File: src/rtl/ysyx_22041412_muldiv_pkg.sv
// Shared definitions for the RV64M multiply/divide unit.
// Holds the op encodings, the FSM state encoding, the default width and the operand signedness decode.
package ysyx_22041412_muldiv_pkg;

   localparam int ysyx_22041412_XLEN_DEFAULT = 64;

   localparam logic [2:0] ysyx_22041412_MD_MUL    = 3'b000;
   localparam logic [2:0] ysyx_22041412_MD_MULH   = 3'b001;
   localparam logic [2:0] ysyx_22041412_MD_MULHSU = 3'b010;
   localparam logic [2:0] ysyx_22041412_MD_MULHU  = 3'b011;
   localparam logic [2:0] ysyx_22041412_MD_DIV    = 3'b100;
   localparam logic [2:0] ysyx_22041412_MD_DIVU   = 3'b101;
   localparam logic [2:0] ysyx_22041412_MD_REM    = 3'b110;
   localparam logic [2:0] ysyx_22041412_MD_REMU   = 3'b111;

   typedef enum logic [1:0] {
      MD_IDLE = 2'd0,
      MD_CALC = 2'd1,
      MD_FIX  = 2'd2,
      MD_DONE = 2'd3
   } md_state_e;

   // The only multiply with an unsigned src1 is mulhu; the divide ops are signed when func3[0] is clear.
   function automatic logic md_src1_signed(input logic [2:0] op);
      return op[2] ? !op[0] : (op[1:0] != 2'b11);
   endfunction

   function automatic logic md_src2_signed(input logic [2:0] op);
      return op[2] ? !op[0] : !op[1];
   endfunction

endpackage

File: src/rtl/ysyx_22041412_div_step.sv
// One restoring division step.
// It shifts the next dividend bit into the partial remainder and subtracts the divisor when that fits.
module ysyx_22041412_div_step #(
   parameter int W = 64
) (
   input  logic [W:0]   rem_in,
   input  logic         bit_in,
   input  logic [W-1:0] divisor,
   output logic [W:0]   rem_out,
   output logic         q_bit
);

   logic [W+1:0] wide;

   always_comb begin
      wide    = {rem_in, bit_in};
      q_bit   = (wide >= {2'b00, divisor});
      rem_out = (W+1)'(q_bit ? (wide - {2'b00, divisor}) : wide);
   end

endmodule

File: src/rtl/ysyx_22041412_muldiv.sv
// Iterative RV64M multiply/divide unit.
// Operands are converted to magnitudes at accept, run for N cycles in CALC, and get their sign back in FIX.
module ysyx_22041412_muldiv
   import ysyx_22041412_muldiv_pkg::*;
#(
   parameter int XLEN = ysyx_22041412_XLEN_DEFAULT
) (
   input  logic            clk,
   input  logic            rst,
   input  logic            in_valid,
   output logic            in_ready,
   input  logic [2:0]      op,
   input  logic            word,
   input  logic [XLEN-1:0] src1,
   input  logic [XLEN-1:0] src2,
   input  logic            flush,
   output logic            out_valid,
   input  logic            out_ready,
   output logic [XLEN-1:0] result
);

   localparam int CW = $clog2(XLEN);

   md_state_e         state, state_next;
   logic [CW-1:0]     cnt;
   logic [2:0]        op_r;
   logic              word_r, neg_r;
   logic [XLEN-1:0]   mag1, mag2;
   logic [2*XLEN-1:0] mcand, acc;
   logic [XLEN:0]     rem;

   logic              word_eff, s1, s2, neg_in, is_special, accept, last_iter;
   logic [2:0]        op_eff;
   logic [XLEN-1:0]   a, b, a_mag, b_mag, min_val, special_val, fix_val, qv, rv, sel;
   logic [2*XLEN-1:0] prod;
   logic [XLEN:0]     step_rem;
   logic              step_q;

   function automatic logic [XLEN-1:0] sext32(input logic [31:0] x);
      return XLEN'($signed(x));
   endfunction

   // Accept-side decode: every word multiply runs as mulw, and divide special cases skip the iteration entirely.
   always_comb begin
      word_eff = word && (XLEN == 64);
      op_eff   = (word_eff && !op[2]) ? ysyx_22041412_MD_MUL : op;
      a        = src1;
      b        = src2;
      if (word_eff) begin
         a = md_src1_signed(op_eff) ? sext32(src1[31:0]) : XLEN'(src1[31:0]);
         b = md_src2_signed(op_eff) ? sext32(src2[31:0]) : XLEN'(src2[31:0]);
      end
      s1     = md_src1_signed(op_eff) && a[XLEN-1];
      s2     = md_src2_signed(op_eff) && b[XLEN-1];
      a_mag  = s1 ? -a : a;
      b_mag  = s2 ? -b : b;
      neg_in = (op_eff == ysyx_22041412_MD_MULHSU || op_eff[2:1] == 2'b11) ? s1 : (s1 ^ s2);
      min_val     = word_eff ? sext32(32'h8000_0000) : {1'b1, {(XLEN-1){1'b0}}};
      is_special  = 1'b0;
      special_val = '0;
      if (op_eff[2]) begin
         if (b == '0) begin
            is_special  = 1'b1;
            special_val = op_eff[1] ? (word_eff ? sext32(src1[31:0]) : src1) : '1;
         end else if (!op_eff[0] && a == min_val && b == '1) begin
            is_special  = 1'b1;
            special_val = op_eff[1] ? '0 : a;
         end
      end
      accept    = (state == MD_IDLE) && in_valid && !flush;
      last_iter = (cnt == (word_r ? CW'(31) : CW'(XLEN-1)));
   end

   always_ff @(posedge clk or posedge rst) begin
      if (rst) state <= MD_IDLE;
      else     state <= state_next;
   end

   // Flush beats both a new accept and a result handshake.
   always_comb begin
      state_next = state;
      case (state)
         MD_IDLE: if (accept) state_next = is_special ? MD_DONE : MD_CALC;
         MD_CALC: if (flush) state_next = MD_IDLE;
                  else if (last_iter) state_next = MD_FIX;
         MD_FIX:  state_next = flush ? MD_IDLE : MD_DONE;
         MD_DONE: if (flush || out_ready) state_next = MD_IDLE;
         default: state_next = MD_IDLE;
      endcase
   end

   always_comb begin
      in_ready = (state == MD_IDLE);
   end

   ysyx_22041412_div_step #(.W(XLEN)) u_div_step (
      .rem_in  (rem),
      .bit_in  (mag1[XLEN-1]),
      .divisor (mag2),
      .rem_out (step_rem),
      .q_bit   (step_q)
   );

   always_comb begin
      prod = neg_r ? -acc : acc;
      qv   = neg_r ? -mag1 : mag1;
      rv   = neg_r ? -rem[XLEN-1:0] : rem[XLEN-1:0];
      sel  = op_r[1] ? rv : qv;
      if (!op_r[2]) begin
         if (word_r)                           fix_val = sext32(prod[31:0]);
         else if (op_r == ysyx_22041412_MD_MUL) fix_val = prod[XLEN-1:0];
         else                                  fix_val = prod[2*XLEN-1:XLEN];
      end else begin
         fix_val = word_r ? sext32(sel[31:0]) : sel;
      end
   end

   // Word dividends are left-aligned so the divider always consumes from the top bit.
   always_ff @(posedge clk or posedge rst) begin
      if (rst) begin
         cnt       <= '0;
         op_r      <= '0;
         word_r    <= 1'b0;
         neg_r     <= 1'b0;
         mag1      <= '0;
         mag2      <= '0;
         mcand     <= '0;
         acc       <= '0;
         rem       <= '0;
         result    <= '0;
         out_valid <= 1'b0;
      end else begin
         out_valid <= (state_next == MD_DONE);
         case (state)
            MD_IDLE: if (accept) begin
               op_r   <= op_eff;
               word_r <= word_eff;
               neg_r  <= neg_in;
               cnt    <= '0;
               acc    <= '0;
               rem    <= '0;
               mag2   <= b_mag;
               mcand  <= {{XLEN{1'b0}}, b_mag};
               mag1   <= (word_eff && op_eff[2]) ? (a_mag << (XLEN-32)) : a_mag;
               if (is_special) result <= special_val;
            end
            MD_CALC: begin
               cnt <= cnt + 1'b1;
               if (op_r[2]) begin
                  rem  <= step_rem;
                  mag1 <= {mag1[XLEN-2:0], step_q};
               end else begin
                  if (mag1[0]) acc <= acc + mcand;
                  mcand <= mcand << 1;
                  mag1  <= mag1 >> 1;
               end
            end
            MD_FIX: if (state_next == MD_DONE) result <= fix_val;
            default: ;
         endcase
      end
   end

endmodule

File: config.mk
export PLATFORM = sky130hd
export DESIGN_NAME = ysyx_22041412_muldiv
export DESIGN_NICKNAME = d
export VERILOG_FILES = /design/src/rtl/ysyx_22041412_muldiv_pkg.sv /design/src/rtl/ysyx_22041412_div_step.sv /design/src/rtl/ysyx_22041412_muldiv.sv
export SDC_FILE = /design/constraint.sdc
export NUM_CORES = 2
export LEC_CHECK = 0
export ABC_AREA = 1
export CAP_MARGIN = 40
export CORE_ASPECT_RATIO = 0.7
export CORE_MARGIN = 2
export CORE_UTILIZATION = 30
export CTS_BUF_LIST = sky130_fd_sc_hd__clkbuf_16
export DETAILED_ROUTE_END_ITERATION = 7
export PLACE_DENSITY = 0.55
export SETUP_SLACK_MARGIN = 0.1
export SLEW_MARGIN = 15
export SYNTH_ARGS = -nofsm -noshare
export SYNTH_HDL_FRONTEND = slang
export SYNTH_SLANG_ARGS = --single-unit
File: constraint.sdc
create_clock -name clk -period 24 [get_ports clk]
set_input_delay 3.6 -clock clk [delete_from_list [all_inputs] [get_ports clk]]
set_output_delay 3.6 -clock clk [all_outputs]
set_load 0.02 [all_outputs]
=== Word level (Yosys, flattened, before mapping) ===
Index checks and enable logic that the tools add are counted.

* Add/subtract/negate cells: 8
* Multipliers: 0
* Divide/modulo/power cells: 0
* $lt $le $gt $ge: 1
* Equal/unequal tests: 16
* Shifts and indexed selects: 0
* Muxes and demuxes: 57
* Bitwise operators: 1
* Reductions and logical operators: 25

{| class="wikitable"
|+ Operator list
! cell !! number
|-
| 64-bit two-way mux || 25
|-
| 128-bit two-way mux || 6
|-
| 128-bit one-hot mux with 2 select lines || 2
|-
| 64-bit negator || 4
|-
| 64-bit one-hot mux with 2 select lines || 2
|-
| 65-bit two-way mux || 3
|-
| 65-bit one-hot mux with 2 select lines || 1
|-
| 128-bit adder || 1
|-
| 128-bit negator || 1
|-
| 66-bit by 64-bit greater-or-equal comparator with 1-bit output || 1
|-
| 65-bit by 64-bit subtractor with 65-bit output || 1
|-
| 64-bit equality test || 1
|-
| 64-bit equality test, second input constant || 1
|-
| 64-bit zero test || 1
|-
| 63-bit two-way mux || 1
|-
| 2-bit two-way mux || 6
|-
| 6-bit two-way mux || 2
|-
| 6-bit one-hot mux with 2 select lines || 1
|-
| 2-bit != test, second input constant || 5
|-
| 2-bit equality test, second input constant || 4
|-
| 1-bit logical AND || 8
|-
| 2-bit one-hot mux with 4 select lines || 1
|-
| 4-bit AND reduction || 2
|-
| 6-bit by 1-bit adder with 6-bit output, second input constant || 1
|-
| 14 further kinds || 27
|}

* Register bits: 527
* Latch bits: 0
* Memory bits (writable): 0
* Memory bits (read-only): 0
* Bits of input ports: 137
* Output and inout bits: 66
* Word-level logic and storage cells: 120
* Memories kept: 0

=== Logic depth before layout (Yosys ltp) ===
* Depth after elaboration: 19
* Gate-level depth with buffers: 21
* Depth with buffers taken out: 20

=== Modules after synthesis ===
Synthesis repeated with hierarchy kept, for this count alone.

* Cells, all modules: 10237
* Area, all modules: 57823.0 µm²

{| class="wikitable"
|+ Modules (own cells, without submodules)
! module !! times used !! cells an instance !! area each (µm²) !! sequential area each (µm²)
|-
| ysyx_22041412_muldiv || 1 || 8600 || 50335.8 || 13187.6
|-
| ysyx_22041412_div_step || 1 || 1637 || 7487.2 || 0.0
|}

=== Least setup slack after synthesis ===
No wires, ideal clock.

* Kind: input -> register
* Start: input src1[0]
* End: register result[15]
* Library setup time: 118 ps
* Data arrival time: 5542 ps
* Required time: 23882 ps
* Slack: 18341 ps
* Cell stages on the path: 19
* Path buffers: 2
* Cells stage by stage: inv_1 ha_1 inv_1 nor2_2 inv_2 nor2_2 nand3_1 nor2_1 nand3_1 nor2_1 nand2_1 o21ai_1 nand2_1 nand2_1 buf_4 inv_4 buf_6 nand2_1 nand2_1

* Cells in the longest elaborated chain, start to end: 14
* Elaborated cells between the ends (all ways): 21
* Those cells by class: 4 x eq/ne; 14 x mux; 3 x reduce/logical

{| class="wikitable"
|+ Ends and longest elaborated chain
! item !! RTL line !! source
|-
| from (decl) || ysyx_22041412_muldiv.sv:14 || <nowiki>input logic [XLEN-1:0] src1,</nowiki>
|-
| 64-bit two-way mux || ysyx_22041412_muldiv.sv:50 || <nowiki>a = md_src1_signed(op_eff) ? sext32(src1[31:0]) : XLEN'(src1[31:0]);</nowiki>
|-
| 64-bit two-way mux * || ysyx_22041412_muldiv.sv:49 || <nowiki>if (word_eff) begin</nowiki>
|-
| 64-bit equality test * || ysyx_22041412_muldiv.sv:65 || <nowiki>end else if (!op_eff[0] && a == min_val && b == '1) begin</nowiki>
|-
| 1-bit logical AND * (2 in a row) || ysyx_22041412_muldiv.sv:65 ||
|-
| 1-bit two-way mux || ysyx_22041412_muldiv.sv:65 ||
|-
| 1-bit two-way mux || ysyx_22041412_muldiv.sv:62 || <nowiki>if (b == '0) begin</nowiki>
|-
| 1-bit two-way mux || ysyx_22041412_muldiv.sv:61 || <nowiki>if (op_eff[2]) begin</nowiki>
|-
| 2-bit two-way mux (2 in a row) || ysyx_22041412_muldiv.sv:83 || <nowiki>MD_IDLE: if (accept) state_next = is_special ? MD_DONE : MD_CALC;</nowiki>
|-
| 2-bit one-hot mux with 4 select lines || ysyx_22041412_muldiv.sv:82 || <nowiki>case (state)</nowiki>
|-
| 2-bit equality test || ysyx_22041412_muldiv.sv:158 || <nowiki>MD_FIX: if (state_next == MD_DONE) result <= fix_val;</nowiki>
|-
| 2-bit != test (no line) || n/a ||
|-
| 4-bit AND reduction (no line) || n/a ||
|-
| to (signal assigned) || ysyx_22041412_muldiv.sv:145 || <nowiki>if (is_special) result <= special_val;</nowiki>
|-
| to (signal assigned) || ysyx_22041412_muldiv.sv:158 ||
|-
| to (decl) || ysyx_22041412_muldiv.sv:19 || <nowiki>output logic [XLEN-1:0] result</nowiki>
|}

Mark *: on every way between the ends. The rest lies on a longest branch, timed or not. The select of a mux whose other input is x is not followed.
A chain may end at the register's enable or synchronous reset.

=== Final worst setup path ===
* Start: input word
* End: register result[37]

* Cells in the longest elaborated chain, start to end: 18
* Elaborated cells between the ends (all ways): 36
* Those cells by class: 6 x eq/ne; 23 x mux; 7 x reduce/logical

{| class="wikitable"
|+ Ends and longest elaborated chain
! item !! RTL line !! source
|-
| from (decl) || ysyx_22041412_muldiv.sv:13 || <nowiki>input logic word,</nowiki>
|-
| 1-bit logical AND || ysyx_22041412_muldiv.sv:46 || <nowiki>op_eff = (word_eff && !op[2]) ? ysyx_22041412_MD_MUL : op;</nowiki>
|-
| 3-bit two-way mux || ysyx_22041412_muldiv.sv:46 ||
|-
| 2-bit != test or 1-bit zero test (tied branches) || ysyx_22041412_muldiv_pkg.sv:25, ysyx_22041412_muldiv_pkg.sv:29, ysyx_22041412_muldiv.sv:65 ||
|-
| 1-bit two-way mux || ysyx_22041412_muldiv_pkg.sv:25 || <nowiki>return op[2] ? !op[0] : (op[1:0] != 2'b11);</nowiki>
|-
| 64-bit two-way mux || ysyx_22041412_muldiv.sv:50 ||
|-
| 64-bit two-way mux || ysyx_22041412_muldiv.sv:49 ||
|-
| 64-bit equality test || ysyx_22041412_muldiv.sv:65 ||
|-
| 1-bit logical AND (2 in a row) || ysyx_22041412_muldiv.sv:65 ||
|-
| 1-bit two-way mux || ysyx_22041412_muldiv.sv:65 ||
|-
| 1-bit two-way mux || ysyx_22041412_muldiv.sv:62 ||
|-
| 1-bit two-way mux || ysyx_22041412_muldiv.sv:61 ||
|-
| 2-bit two-way mux (2 in a row) || ysyx_22041412_muldiv.sv:83 ||
|-
| 2-bit one-hot mux with 4 select lines || ysyx_22041412_muldiv.sv:82 ||
|-
| 2-bit equality test || ysyx_22041412_muldiv.sv:158 ||
|-
| 2-bit != test (no line) || n/a ||
|-
| 4-bit AND reduction (no line) || n/a ||
|}

Parallel ways exist; a longest one is shown, timed or not. The select of a mux whose other input is x is not followed.

==> results summary <==
The flow ran to the end, but the final reports show violations. The checks that failed: design-rule violations. The clock arrives with 72.7 ps of skew. The arrival time at the worst endpoint came out at between 8000 and 9000 ps. The maximum frequency from static timing analysis is around 0.12 GHz. The maximum level of the CTS H-tree came out at 3. The proportion of netlist area held by the largest area contributor is 0.238. When the netlist entered floorplanning its net count stood at just under 10,000. Summing every instance area after synthesis gives 0.0555 sq mm. The commonest cells after synthesis are sky130_fd_sc_hd__nand2_1, sky130_fd_sc_hd__nor2_1, sky130_fd_sc_hd__inv_1, sky130_fd_sc_hd__o21ai_0, sky130_fd_sc_hd__nand3_1.

The pin count of the biggest net entering global routing is 87. The count of nets left with antenna violations after detail routing is 0. The max-slew violation count came out at 0. Before antenna repair, the detailed router went through 8 iterations.

The clock net sink count came out at around 530. The number of enable-type register cells in the synthesized netlist came out at 0. The number of setup buffers added after CTS is 0. Routability-driven placement finished with a final weighted congestion of 1.14. The sequential cell area fraction in the yosys report came out at 0.238.

In the post-synthesis netlist, the biggest area contributors are sky130_fd_sc_hd__dfrtp_1, sky130_fd_sc_hd__nand2_1, sky130_fd_sc_hd__nor2_1. In the finished design, the share of the clock period the worst path needs comes to 0.339. The detail-routed via count per cell came out at 5.79.

The peak fanout along the critical path came out at 74. The clock-pin slew on the worst setup and hold paths is approximately 60 ps. In this design, the critical path's most frequently occurring cell is sky130_fd_sc_hd__nand2_1. For this configuration, the core starts out at a cell density of 0.303. The initial antenna violation count is 23. The leakage power of the design is between 20 and 30 nW. The final cell count without fillers is around 12,000. The die extent in x is roughly 520 um. Clock tree synthesis inserted a total of 70 buffers. Data on the critical path is required at its endpoint by 24,580 ps. The cell count after synthesis is between 9,000 and 10,000. The flop and latch count out of synthesis came out at around 530. After detailed placement, the total cell area comes to about 0.06 sq mm.

Yosys instantiated no cell more often than sky130_fd_sc_hd__nand2_1. The kind of end point of the critical path is a flop. The critical path is of the input port to flop type. The aggregate routed wire length is 347 mm.

In this run the core area contains about 130 standard-cell rows. The number of unique standard cell types used by synthesis came out at 58. For this design, the slowest cell found on the critical path is sky130_fd_sc_hd__nand4_1. The worst setup path is launched from an input port.

The number of top-level pins came out at slightly above 200. The first global-routing pass estimated between 400 and 500 mm of wire. The most instantiated flip-flop cell in the synthesis netlist is sky130_fd_sc_hd__dfrtp_1. Setup repair after global routing left no endpoint under its margin. In the routed design, unresolved DRC markers number 2. The critical path goes through buf_2 -> buf_4 -> inv_4 -> nand3_2 -> nand4_4 -> nand3_2 -> nor2_2 -> inv_2 -> nor2_2 -> nand4_1 -> o21ai_1 -> nand2_1 -> nand2_2 -> buf_4 -> inv_4 -> nand2_1 -> nand2_1. In this run the power density over the cells is roughly 130 mW/mm^2. The number of buffers added on ports came out at between 200 and 250. In this run the vertical extent of the chip is between 300 and 400 um. The total global routing track utilization is 0.353. In this design, the largest share of critical-path delay is due to simple AND/OR/NAND/NOR gates. The area of the core is approximately 0.18 sq mm.

TritonCTS built the clock tree. The average cell area after synthesis came out at 5.79 sq um. Setup violations remaining at the end of the flow were counted as 0. The peak ir drop on the vdd network came out at ~64 uV. For the pin with the worst max-slew slack, the measured transition is 1040 ps.

The total vias in the final route came out at slightly above 70,000. The fill cell instance count of the final layout came out at approximately 21,000. The normalized max-slew margin is 0.299. The final number of hold-violating endpoints is 0. The number of nets in the final layout came out at ~10,000. For this run the aggregate overflow at the end of global routing stands at 0.

The critical path contains buffers and inverters numbering 6 combined. Once placement completed, the tool counted placed cells totaling approximately 12,000. The cell sitting at the root of the clock tree is a sky130_fd_sc_hd__clkbuf_16.

The clock insertion delay at the later pin of the skew report came out at between 700 and 800 ps. The number of gates resized after CTS was 0. The total half-perimeter wirelength after legalization and detailed placement came out at between 200 and 300 mm. The via count of the first global-routing pass came out at between 60,000 and 70,000. The count of yosys warnings during synthesis is 0. The cell area after layout came out at 0.0626 sq mm. The tool flagged a number of max-cap violations equal to 0. The number of violations reported at the end of detailed-routing iteration 0 came out at between 10,000 and 15,000.

The sequential cell area is 0.0132 sq mm. The number of hold buffers added after cts is 0. The minimum clock period is between 8000 and 9000 ps.

The average wire length per cell after detail routing came out at between 20 and 30 um. The die area came out at around 0.19 sq mm. The share of flip-flops with an asynchronous set or reset came out at 1.00. The top cell type by total area after synthesis is sky130_fd_sc_hd__dfrtp_1. The class of the tightest hold or removal check is flop to flop. For this run, the slowest stage of the critical path takes about 640 ps. The relative area change from synthesis to final layout came out at 13.0%. The clock passes through at most 3 buffers. The area taken by multi-input logic gates came out at ~0.036 sq mm.

In the final layout, the share of cells above drive strength 1 is 0.0353. The final setup TNS came out at 0 ps.
==> tightest hold or removal path: stages, from the launching register on <==
cell                      delay (ps)
sky130_fd_sc_hd__dfrtp_1         340
sky130_fd_sc_hd__nand2_1          50
sky130_fd_sc_hd__o21ai_0          60
==> path summary, 6_finish.rpt <==
kind / startpoint / slack [ps] / endpoint / depth (start not counted)
max reg2reg: mag1[63]$_DFFE_PP0P_ / 17800 / rem[5]$_DFFE_PP0P_ / 19
min in group asynchronous: rst / 3390 / acc[73]$_DFFE_PP0P_ / 2
max in group asynchronous: rst / 18250 / rem[50]$_DFFE_PP0P_ / 7
min: mag2[18]$_DFFE_PP0P_ / 490 / mag2[18]$_DFFE_PP0P_ / 2
min reg2reg: mag2[18]$_DFFE_PP0P_ / 490 / mag2[18]$_DFFE_PP0P_ / 2
max: word / 15870 / result[37]$_DFFE_PP0P_ / 17
==> cell type report <==
cell class | count | area share
multi-input combinational | 7532 | 0.581
sequential | 527 | 0.211
inverter | 1205 | 0.0724
timing repair buffer | 321 | 0.0491
tap | 2460 | 0.0491
clock buffer | 71 | 0.0284
clock inverter | 58 | 0.00859
antenna | 13 | 0.000519
==> logic make-up (layout without fill, tap and decap cells) <==
group,Yosys count,in the layout,share of synthesized area
other cells,0,13,0
buf+inv,1522,1655,0.107
xor+xnor,187,187,0.0295
compound gates,1962,1962,0.197
flops,527,527,0.238
fa+ha+maj,200,200,0.0454
simple gates,5183,5183,0.383
==> power by group <==
| group | switching (mW) | internal [mW] | total, mW |
|---|---|---|---|
| clock network | 0.510 | 0.622 | 1.13 |
| registers | 0.481 | 1.17 | 1.65 |
| logic | 4.08 | 1.43 | 5.50 |
==> sequential cells by signal (all words and copies together) (netlist names) <==
name and flops:
out_valid 1, word_r 1, rem 65, result 64, neg_r 1, mcand 128
state 2, cnt 6, mag1 64, op_r 3, acc 128, mag2 64
==> placed cells by master, fill, tap and decap left out, types with 47 or more instances in the layout <==
master and n:
sky130_fd_sc_hd__nand2_1 2732, sky130_fd_sc_hd__nor2_1 1381, sky130_fd_sc_hd__inv_1 1186, sky130_fd_sc_hd__o21ai_0 879
sky130_fd_sc_hd__nand3_1 678, sky130_fd_sc_hd__a21oi_1 605, sky130_fd_sc_hd__dfrtp_1 525, sky130_fd_sc_hd__clkdlybuf4s50_1 201
sky130_fd_sc_hd__ha_1 198, sky130_fd_sc_hd__xor2_1 148, sky130_fd_sc_hd__nand4_1 130, sky130_fd_sc_hd__nor3_1 117
sky130_fd_sc_hd__buf_4 86, sky130_fd_sc_hd__o22ai_1 71, sky130_fd_sc_hd__clkbuf_16 71, sky130_fd_sc_hd__a221oi_1 63
sky130_fd_sc_hd__o211ai_1 54, sky130_fd_sc_hd__a31oi_1 49, sky130_fd_sc_hd__a22oi_1 47
==> routing by layer <==
layer	routed length [um]	track usage	part of all wire	up-vias
li1	-	-	-	31500
met3	59100	0.172	0.17	456
met5	584	0.0215	0.0017	-
met2	115000	0.406	0.33	4961
met1	160000	0.540	0.46	33600
met4	12000	0.110	0.035	10
==> stage by stage <==
| step | power [mW] | setup WS [ps] | util | hold WS [ps] |
|---|---|---|---|---|
| after floorplan | 4.59 | 5670 | - | 450 |
| after global placement | 6.79 | 15410 | 0.327 | 469 |
| after detailed placement | 6.80 | 15360 | 0.329 | 469 |
| after CTS | 7.96 | 16100 | 0.341 | 485 |
| after global routing | 8.66 | 15600 | 0.342 | 512 |
| final | 8.28 | 15870 | 0.342 | 491 |
No activity file was read; power rests on OpenSTA's default activity.
